$ cat config.mk
export PLATFORM = sky130hd
export DESIGN_NAME = scu_dsp_dma_seq
export DESIGN_NICKNAME = d
export VERILOG_FILES = /design/src/rtl/scu_dsp_dma_seq_pkg.sv /design/src/rtl/scu_dsp_dma_addr.sv /design/src/rtl/scu_dsp_dma_seq.sv
export SDC_FILE = /design/constraint.sdc
export NUM_CORES = 1
export LEC_CHECK = 0
export ABC_AREA = 1
export BUFFER_PORTS_ARGS = -buffer_cell sky130_fd_sc_hd__clkbuf_2
export CAP_MARGIN = 20
export CORE_AREA = 2 2 150 152
export DETAILED_ROUTE_END_ITERATION = 16
export DIE_AREA = 0 0 152 154
export PLACE_DENSITY = 0.59
export SLEW_MARGIN = 25
export SYNTH_ARGS = -nofsm -noshare
export SYNTH_HDL_FRONTEND = slang
export SYNTH_SLANG_ARGS = --single-unit
$ cat constraint.sdc
create_clock -name CLK -period 2.9 [get_ports CLK]
set_input_delay 0.435 -clock CLK [delete_from_list [all_inputs] [get_ports CLK]]
set_output_delay 0.435 -clock CLK [all_outputs]
set_load 0.02 [all_outputs]
$ cat src/rtl/scu_dsp_dma_seq_pkg.sv
// Shared types and helpers for the SCU DSP DMA sequencer.
package scu_dsp_dma_seq_pkg;

  typedef enum logic [1:0] {
    IDLE  = 2'd0,
    XFER  = 2'd1,
    FLUSH = 2'd2
  } dma_state_t;

  // Bank field sized for the largest supported bank count (8).
  typedef struct packed {
    logic       dir;
    logic       prg;
    logic [2:0] bank;
    logic       hold;
    logic [2:0] step;
  } dma_cfg_t;

  function automatic logic [8:0] dma_step(input logic [2:0] code, input logic hold);
    if (hold || code == 3'd0) return 9'd0;
    return 9'd4 << (code - 3'd1);
  endfunction

endpackage

$ cat src/rtl/scu_dsp_dma_addr.sv
// External address register with stride/wrap, remaining-word counter and last-beat flag.
module scu_dsp_dma_addr #(
  parameter int EAW  = 27,
  parameter int CNTW = 8
) (
  input  logic            CLK,
  input  logic            RST_N,
  input  logic            clr,
  input  logic            load,
  input  logic            beat,
  input  logic [EAW-1:0]  load_addr,
  input  logic [CNTW-1:0] load_cnt,
  input  logic [8:0]      step,
  output logic [EAW-1:0]  addr,
  output logic            last
);
  localparam logic [CNTW:0] REM_ONE = (CNTW+1)'(1);

  logic [CNTW:0] rem;

  // A zero count encodes the full 2^CNTW words, hence the extra REM bit.
  always_ff @(posedge CLK or negedge RST_N) begin
    if (!RST_N) begin
      addr <= '0;
      rem  <= '0;
    end else if (clr) begin
      addr <= '0;
      rem  <= '0;
    end else if (load) begin
      addr <= load_addr;
      rem  <= (load_cnt == '0) ? {1'b1, {CNTW{1'b0}}} : {1'b0, load_cnt};
    end else if (beat) begin
      addr <= addr + EAW'(step);
      rem  <= rem - REM_ONE;
    end
  end

  assign last = (rem == REM_ONE);

endmodule

$ cat src/rtl/scu_dsp_dma_seq.sv
// SCU DSP DMA sequencer: moves word bursts between the SCU bus and DSP data/program RAM.
// state | meaning
// IDLE  | waiting for START on CE
// XFER  | bus request held, one word per acked CE_R beat
// FLUSH | all words moved, waiting for the arbiter end flag to fall
module scu_dsp_dma_seq
  import scu_dsp_dma_seq_pkg::*;
#(
  parameter int NBANK = 4,
  parameter int AW    = 6,
  parameter int DW    = 32,
  parameter int CNTW  = 8,
  parameter int EAW   = 27,
  parameter int PAW   = 8
) (
  input  logic                     CLK,
  input  logic                     RST_N,
  input  logic                     CE,
  input  logic                     CE_R,
  input  logic                     CE_F,
  input  logic                     RES_N,
  input  logic                     START,
  input  logic                     START_DIR,
  input  logic                     START_PRG,
  input  logic [$clog2(NBANK)-1:0] START_BANK,
  input  logic [CNTW-1:0]          START_CNT,
  input  logic [EAW-1:0]           START_EADDR,
  input  logic [2:0]               START_STEP,
  input  logic                     START_HOLD,
  input  logic [NBANK*AW-1:0]      CT,
  output logic [NBANK-1:0]         CT_INC,
  input  logic [NBANK*DW-1:0]      BANK_RD,
  output logic [NBANK-1:0]         BANK_WE,
  output logic [DW-1:0]            BANK_WD,
  output logic                     PRG_WE,
  output logic [PAW-1:0]           PRG_ADDR,
  output logic [DW-1:0]            PRG_WD,
  input  logic [NBANK-1:0]         CORE_USE,
  input  logic                     CORE_HAZ,
  output logic                     PAUSE,
  output logic                     EXT_REQ,
  input  logic                     EXT_ACK,
  output logic [EAW-1:0]           EXT_ADDR,
  input  logic [DW-1:0]            EXT_DI,
  output logic [DW-1:0]            EXT_DO,
  output logic                     EXT_WE,
  output logic                     EXT_LAST,
  input  logic                     EXT_END,
  output logic                     BUSY,
  output logic                     DONE,
  output logic                     ERR_OVL
);
  localparam int BW = $clog2(NBANK);

  dma_state_t     state, state_nxt;
  dma_cfg_t       cfg;
  logic [PAW-1:0] prg_addr;
  logic           end_q, end_pend, pause_q, err_q;
  logic           last, busy, start_ok, beat, end_fall, done_ev;
  logic [BW-1:0]  bank_sel;
  logic           unused_ok;

  assign busy     = (state != IDLE);
  assign bank_sel = cfg.bank[BW-1:0];
  assign start_ok = RES_N & CE & START & (state == IDLE);
  assign beat     = RES_N & CE_R & EXT_ACK & (state == XFER);
  assign end_fall = CE_F & end_q & ~EXT_END;
  assign done_ev  = RES_N & CE & end_pend & (state == FLUSH);
  assign unused_ok = ^{CT, cfg.bank};

  always_ff @(posedge CLK or negedge RST_N) begin
    if (!RST_N)      state <= IDLE;
    else if (!RES_N) state <= IDLE;
    else             state <= state_nxt;
  end

  always_comb begin
    state_nxt = state;
    case (state)
      IDLE:    if (start_ok) state_nxt = XFER;
      XFER:    if (beat && last) state_nxt = FLUSH;
      FLUSH:   if (done_ev) state_nxt = IDLE;
      default: state_nxt = IDLE;
    endcase
  end

  always_comb begin
    EXT_REQ = (state == XFER);
    BUSY    = busy;
    DONE    = done_ev;
    CT_INC  = '0;
    BANK_WE = '0;
    BANK_WD = '0;
    PRG_WE  = 1'b0;
    PRG_WD  = '0;
    if (beat) begin
      if (cfg.prg) begin
        PRG_WE = 1'b1;
        PRG_WD = EXT_DI;
      end else begin
        CT_INC[bank_sel] = 1'b1;
        if (!cfg.dir) begin
          BANK_WE[bank_sel] = 1'b1;
          BANK_WD           = EXT_DI;
        end
      end
    end
    EXT_DO = cfg.dir ? BANK_RD[int'(bank_sel)*DW +: DW] : '0;
  end

  // End falls seen during XFER stay pending so FLUSH can complete on the next CE.
  always_ff @(posedge CLK or negedge RST_N) begin
    if (!RST_N) begin
      cfg      <= '0;
      prg_addr <= '0;
      end_q    <= 1'b0;
      end_pend <= 1'b0;
      pause_q  <= 1'b0;
      err_q    <= 1'b0;
    end else if (!RES_N) begin
      cfg      <= '0;
      prg_addr <= '0;
      end_q    <= 1'b0;
      end_pend <= 1'b0;
      pause_q  <= 1'b0;
      err_q    <= 1'b0;
    end else begin
      if (CE_F) end_q <= EXT_END;
      if (start_ok) begin
        cfg.dir  <= START_DIR;
        cfg.prg  <= START_PRG & ~START_DIR;
        cfg.bank <= 3'(START_BANK);
        cfg.hold <= START_HOLD;
        cfg.step <= START_STEP;
        prg_addr <= '0;
      end else if (beat && cfg.prg) begin
        prg_addr <= prg_addr + PAW'(1);
      end
      if (!busy || done_ev) end_pend <= 1'b0;
      else if (end_fall)    end_pend <= 1'b1;
      if (!busy || done_ev) pause_q <= 1'b0;
      else if (CE_F)        pause_q <= CORE_USE[bank_sel] | CORE_HAZ;
      if (CE && START && busy) err_q <= 1'b1;
    end
  end

  scu_dsp_dma_addr #(.EAW(EAW), .CNTW(CNTW)) u_addr (
    .CLK       (CLK),
    .RST_N     (RST_N),
    .clr       (~RES_N),
    .load      (start_ok),
    .beat      (beat),
    .load_addr (START_EADDR),
    .load_cnt  (START_CNT),
    .step      (dma_step(cfg.step, cfg.hold)),
    .addr      (EXT_ADDR),
    .last      (last)
  );

  assign EXT_LAST = last;
  assign EXT_WE   = cfg.dir;
  assign PRG_ADDR = prg_addr;
  assign PAUSE    = pause_q;
  assign ERR_OVL  = err_q;

endmodule

**Word level (Yosys, flattened, before mapping)**

Index checks and enable logic that the tools add are counted.

- Output and inout port bits: 147
- Word-level logic and storage cells: 108
- Register bits: 58
- Input port bits: 241

- Magnitude comparators: 2
- Multiplexer cells: 47
- Reductions and logical operators: 13
- Bitwise operators: 14
- Eq/ne operators: 13
- Add/sub/neg operators: 4
- Shifts and indexed selects: 2

Operator list:

| operator | count |
|---|---|
| $mux 32 | 6 |
| $shiftx 128x8->32 | 1 |
| $mux 27 | 3 |
| $mux 9 | 8 |
| $add 27x9->27 | 1 |
| $mux 8 | 3 |
| $mux 4 | 5 |
| $mux 1 | 15 |
| $and 1x1->1 | 11 |
| $eq 9x1->1 const B | 1 |
| $ne 3x1->1 const B | 3 |
| $shl 3x3->9 const A | 1 |
| $sub 9x1->9 const B | 1 |
| $add 8x1->8 const B | 1 |
| $logic_not 8->1 | 1 |
| $mux 2 | 4 |
| $ne 3x2->1 const B | 2 |
| $ne 3x3->1 const B | 2 |
| $pmux 2 s3 | 1 |
| $logic_and 1x1->1 | 5 |
| $ne 2x1->1 const B | 2 |
| $logic_not 3->1 | 1 |
| $lt 2x3->1 const B | 1 |
| $reduce_and 3->1 | 1 |
| 13 further kinds | 15 |

**Logic depth before layout (Yosys ltp)**

- Word-level depth: 8
- Gate-level depth with buffers: 15
- Gate-level depth less buffers: 15

**Cells and area by module**

A second synthesis with hierarchy kept.

- Cell total of the unflattened synthesis: 989
- Area total of the unflattened synthesis: 5831.8 um^2

Modules (own cells, without submodules):

| module | seq. area each (um^2) | area each (um^2) | cells an instance | instances |
|---|---|---|---|---|
| scu_dsp_dma_addr | 900.9 | 3140.5 | 526 | 1 |
| scu_dsp_dma_seq | 550.5 | 2691.3 | 463 | 1 |

**Worst setup path after synthesis**

No wires, ideal clock.

- Path kind: flip-flop to flip-flop
- Start: reg cfg[0] in the netlist's numbering
- End: reg u_addr.addr[9]
- Path buffers: 0
- Setup time: 0.117 ns
- Arrival: 1.924 ns
- Data required time: 2.783 ns
- Stages on the path, launching flop included: 10
- Slack: 0.860 ns
- Clock period less this slack: 2.040 ns
- Cells stage by stage: dfrtp_1 -> nor4_1 -> ha_1 -> nand3_1 -> nand3_1 -> a21oi_1 -> xor2_1 -> nand2_1 -> nand2_1 -> nand2_1

- Longest elaborated chain between the ends: 8
- Elaborated cells on any way between the ends: 10
- Classes of those cells: add/sub: 2; shift: 1; mux: 5; reduce/logical: 2

RTL lines:

| element | line | text |
|---|---|---|
| from (decl) | scu_dsp_dma_seq.sv:56 | `dma_cfg_t cfg;` |
| branches (longest 3 deep; another with $sub 3x1->3) | n/a |  |
| $mux 9 (*) | scu_dsp_dma_seq_pkg.sv:21 | `return 9'd4 << (code - 3'd1);` |
| $add 27x9->27 (*) | scu_dsp_dma_addr.sv:33 | `addr <= addr + EAW'(step);` |
| $mux 27 (*) | scu_dsp_dma_addr.sv:32 | `end else if (beat) begin` |
| $mux 27 (*) | scu_dsp_dma_addr.sv:29 | `end else if (load) begin` |
| $mux 27 (*) | scu_dsp_dma_addr.sv:26 | `end else if (clr) begin` |
| to (signal assigned) | scu_dsp_dma_addr.sv:30 | `addr <= load_addr;` |
| to (signal assigned) | scu_dsp_dma_addr.sv:33 |  |
| to (decl) | scu_dsp_dma_addr.sv:14 | `output logic [EAW-1:0] addr,` |

Mark *: on every way between the ends. The select of a mux whose other input is x is not followed.
A chain may end at the register's enable or synchronous reset.

**Worst setup path in the final report**

- Start: reg cfg (netlist bit bank_sel[0])
- End: out EXT_DO[14]

- Longest elaborated chain between the ends: 2

RTL lines:

| element | line | text |
|---|---|---|
| $shiftx 128x8->32 | scu_dsp_dma_seq.sv:108 | `EXT_DO = cfg.dir ? BANK_RD[int'(bank_sel)*DW +: DW] : '0;` |
| $mux 32 | scu_dsp_dma_seq.sv:108 |  |
| to (decl) | scu_dsp_dma_seq.sv:45 | `output logic [DW-1:0] EXT_DO,` |

No other way between the ends.

==> run summary <==
Syn nets - 1,130
EDFF count, synth - 0
Pre-antenna DRT Iters - 7
Initial core utilization - 24.78%
ANT cells - 0
Cts hold-fix bufs - 0
Critical path startpoint - bank_sel[0]$_DFFE_PN0P_
Crit start category - flip-flop
Wl on met1 - 11.15 mm
Vias post-DR - 7,435
Power per cell area - 383.1 nW/um^2
Worst Path Max Fanout - 16
Final period util - 91.61%
P_sw - 1038 uW
Register area share after synthesis - 27.00%
CP required - 2.47 ns
Final ANT Viol Nets - 0
Crit path DAT - 2.22 ns
Post-Syn Area - 5375 sq um
H-tree Lvls - 3
Vias in the first global route - 6,765
DR WL/cell - 17.21 um
IO buf count - 363
# Post-CTS Setup Buffers - 0
Met2 WL - 12.12 mm
Initial antenna violation count - 2
GRT Total Usage - 21.25%
Met3 Routed Length - 2.022 mm
Fin. Hold Viols - 0
Clock network fraction of total power - 38.7%
Pint - 1955 uW
Most common cell after layout, fill and taps aside - clkbuf_2
Mean Syn Cell Area - 6.122 sq um
Reg power frac - 31.9%
Dpl cell area - 7493 sq um
Chip Width - 152 um
Class of the worst hold path - input pin to asynchronous set/reset pin
Period minus WS final - 2.657 ns
Iteration-0 DRC count of the detailed router - 548
Final Core Density - 36.02%
Peak VDD IR - 0.2095 mV
Total CTS buffers - 9
Area Growth Syn to Fin - 45.34%
Asr flop ratio synth - 100.0%
Largest net degree at the start of global routing - 39
Final wirelength - 25.98 mm
Most used flip-flop cell after synthesis - dfrtp_1
Reg2reg start - cfg[0]$_DFFE_PN0P_
R2R depth - 9
Combinational share of power - 29.4%
Max clock buf depth - 2
Share of layout cells above drive strength 1 - 33.98%
Total Neg Setup Slack - 0 ns
Switching share of power - 34.69%
Filler cells - 2,401
Crit Path Category - flip-flop to output pin
Commonest cells after routing, fill and taps aside - clkbuf_2, nand2_1, nand3_1
Max Clock Skew - 0.008977 ns
# setup viols final - 0
Number of synthesized register bits - 58
Worst-path clk slew - 0.06 ns
Die height - 154 um
Actual slew at the worst max-slew pin - 0.9210 ns
Congestion Overflow GR - 0
Area of the core - 21,690 sq um
R2r setup slk - 0.49 ns
Fmax - 376.4 MHz
Max Slew Vio Count - 0
CTS sink count - 58
Yosys cell types - 42
Relative slew margins - 38.53%
Core Rows - 54
Clock root cell - clkbuf_16
PostCTS Resize Cnt - 0
IO Count - 388
Placer Congestion - 0.9362
Hold_ws - 0.04104 ns
Total power - 2993 uW
Yosys warns - 0
Leak - 0.004365 uW
Max-cap violation count - 0
Nets - 1,477
Clk Latency, worst-skew pair - 0.33 ns
Synthesized instance count - 878
R2r endpoint - u_addr.addr[9]$_DFFE_PN0P_
First-pass GRT wire length - 39.32 mm
RSZ-0062 raised after global routing - false
DP Wirelength - 21.69 mm
Post-route DRC - 0
Run status - finished, final reports clean
Critical Path Sink Type - output pin
Die ar. - 23,410 sq um
Highest Signal Layer - met5
Post-Layout Inst Area - 7812 sq um
CTS tree - yes
Vias per inst - 4.924
-- power groups by stage --
stage	registers, uW	clock network, uW	logic [uW]
finish	955	1160	880
global route	967	1210	976
CTS	954	1180	883
detailed placement	967	0	880
global placement	966	0	875
floorplan	989	0	458
-- worst max path at each step --
stage                                              to  cells after the start
after CTS                                  EXT_DO[14]                      7
after global placement    u_addr.addr[26]$_DFFE_PN0P_                     13
after detailed placement   u_addr.addr[9]$_DFFE_PN0P_                      9
after global routing                      BANK_WD[12]                      6
after floorplan            u_addr.addr[9]$_DFFE_PN0P_                      9
final                                      EXT_DO[14]                      6
-- logic make-up after synthesis --
kind of cell               count (synthesis)  synth area share [%]
xor gates and xnor gates                   5                0.8147
buffers and inverters                    162                 11.96
DFF                                       58                 27.00
adders and majority gates                 11                 2.700
and+or+nand+nor                          512                 41.92
AOI/OAI and AO/OA                        130                 15.60
-- layer usage --
layer  vias up  GRT usage (%)
met4         2          6.809
met2       340          35.07
li1       3620              -
met5         -              0
met1      3440          28.42
met3        33          3.467
-- state kept, by name (all words and copies together) (netlist names) --
name / count
cfg: 5
end_pend: 1
u_addr.addr: 27
u_addr.rem: 9
EXT_WE: 1
PRG_ADDR: 8
bank_sel: 2
end_q: 1
state: 2
PAUSE: 1
ERR_OVL: 1
-- metrics by stage --
step / worst slack, ns / instances
floorplan: 0.8595 / 878
global placement: 0.5628 / 1494
detailed placement: 0.5206 / 1494
CTS: 0.2110 / 1510
global route: 0.06618 / 1510
finish: 0.2433 / 1510
-- synthesized netlist by cell type (all sizes together) (3+ instances only) --
master	n	area (sq um)
xor2	5	43.79
dfrtp	58	1451
a22o	4	35.03
nand2	185	701.9
nor3	43	215.2
buf	26	132.6
nand3b	5	37.54
a22oi	32	240.2
nor4	4	25.02
clkbuf	20	75.07
a21oi	11	55.05
ha	10	125.1
inv	113	424.2
nor2	131	525.5
o31ai	4	45.05
nand3	130	660.6
o21ai	34	170.2
a31oi	34	212.7
o22ai	5	31.28
nand4	9	56.30
clkinv	3	11.26
-- area by class of cell --
class                      count  area, sq um  area share (%)
clock buffer                   9        225.2           2.883
clock inverter                 7        93.84           1.201
inverter                     116        435.4           5.573
multi-input combinational    658         3283           42.02
sequential                    58         1453           18.59
tap                          280        350.3           4.484
timing repair buffer         382         1972           25.24
-- critical path, stage by stage (launching register included) --
cell	delay, ns
dfrtp_1	0.45
nand2_1	0.12
inv_1	0.46
buf_4	0.25
a22oi_1	0.06
a31oi_1	0.29
clkbuf_2	0.24
Note: power is estimated with default switching activity, not from simulation.
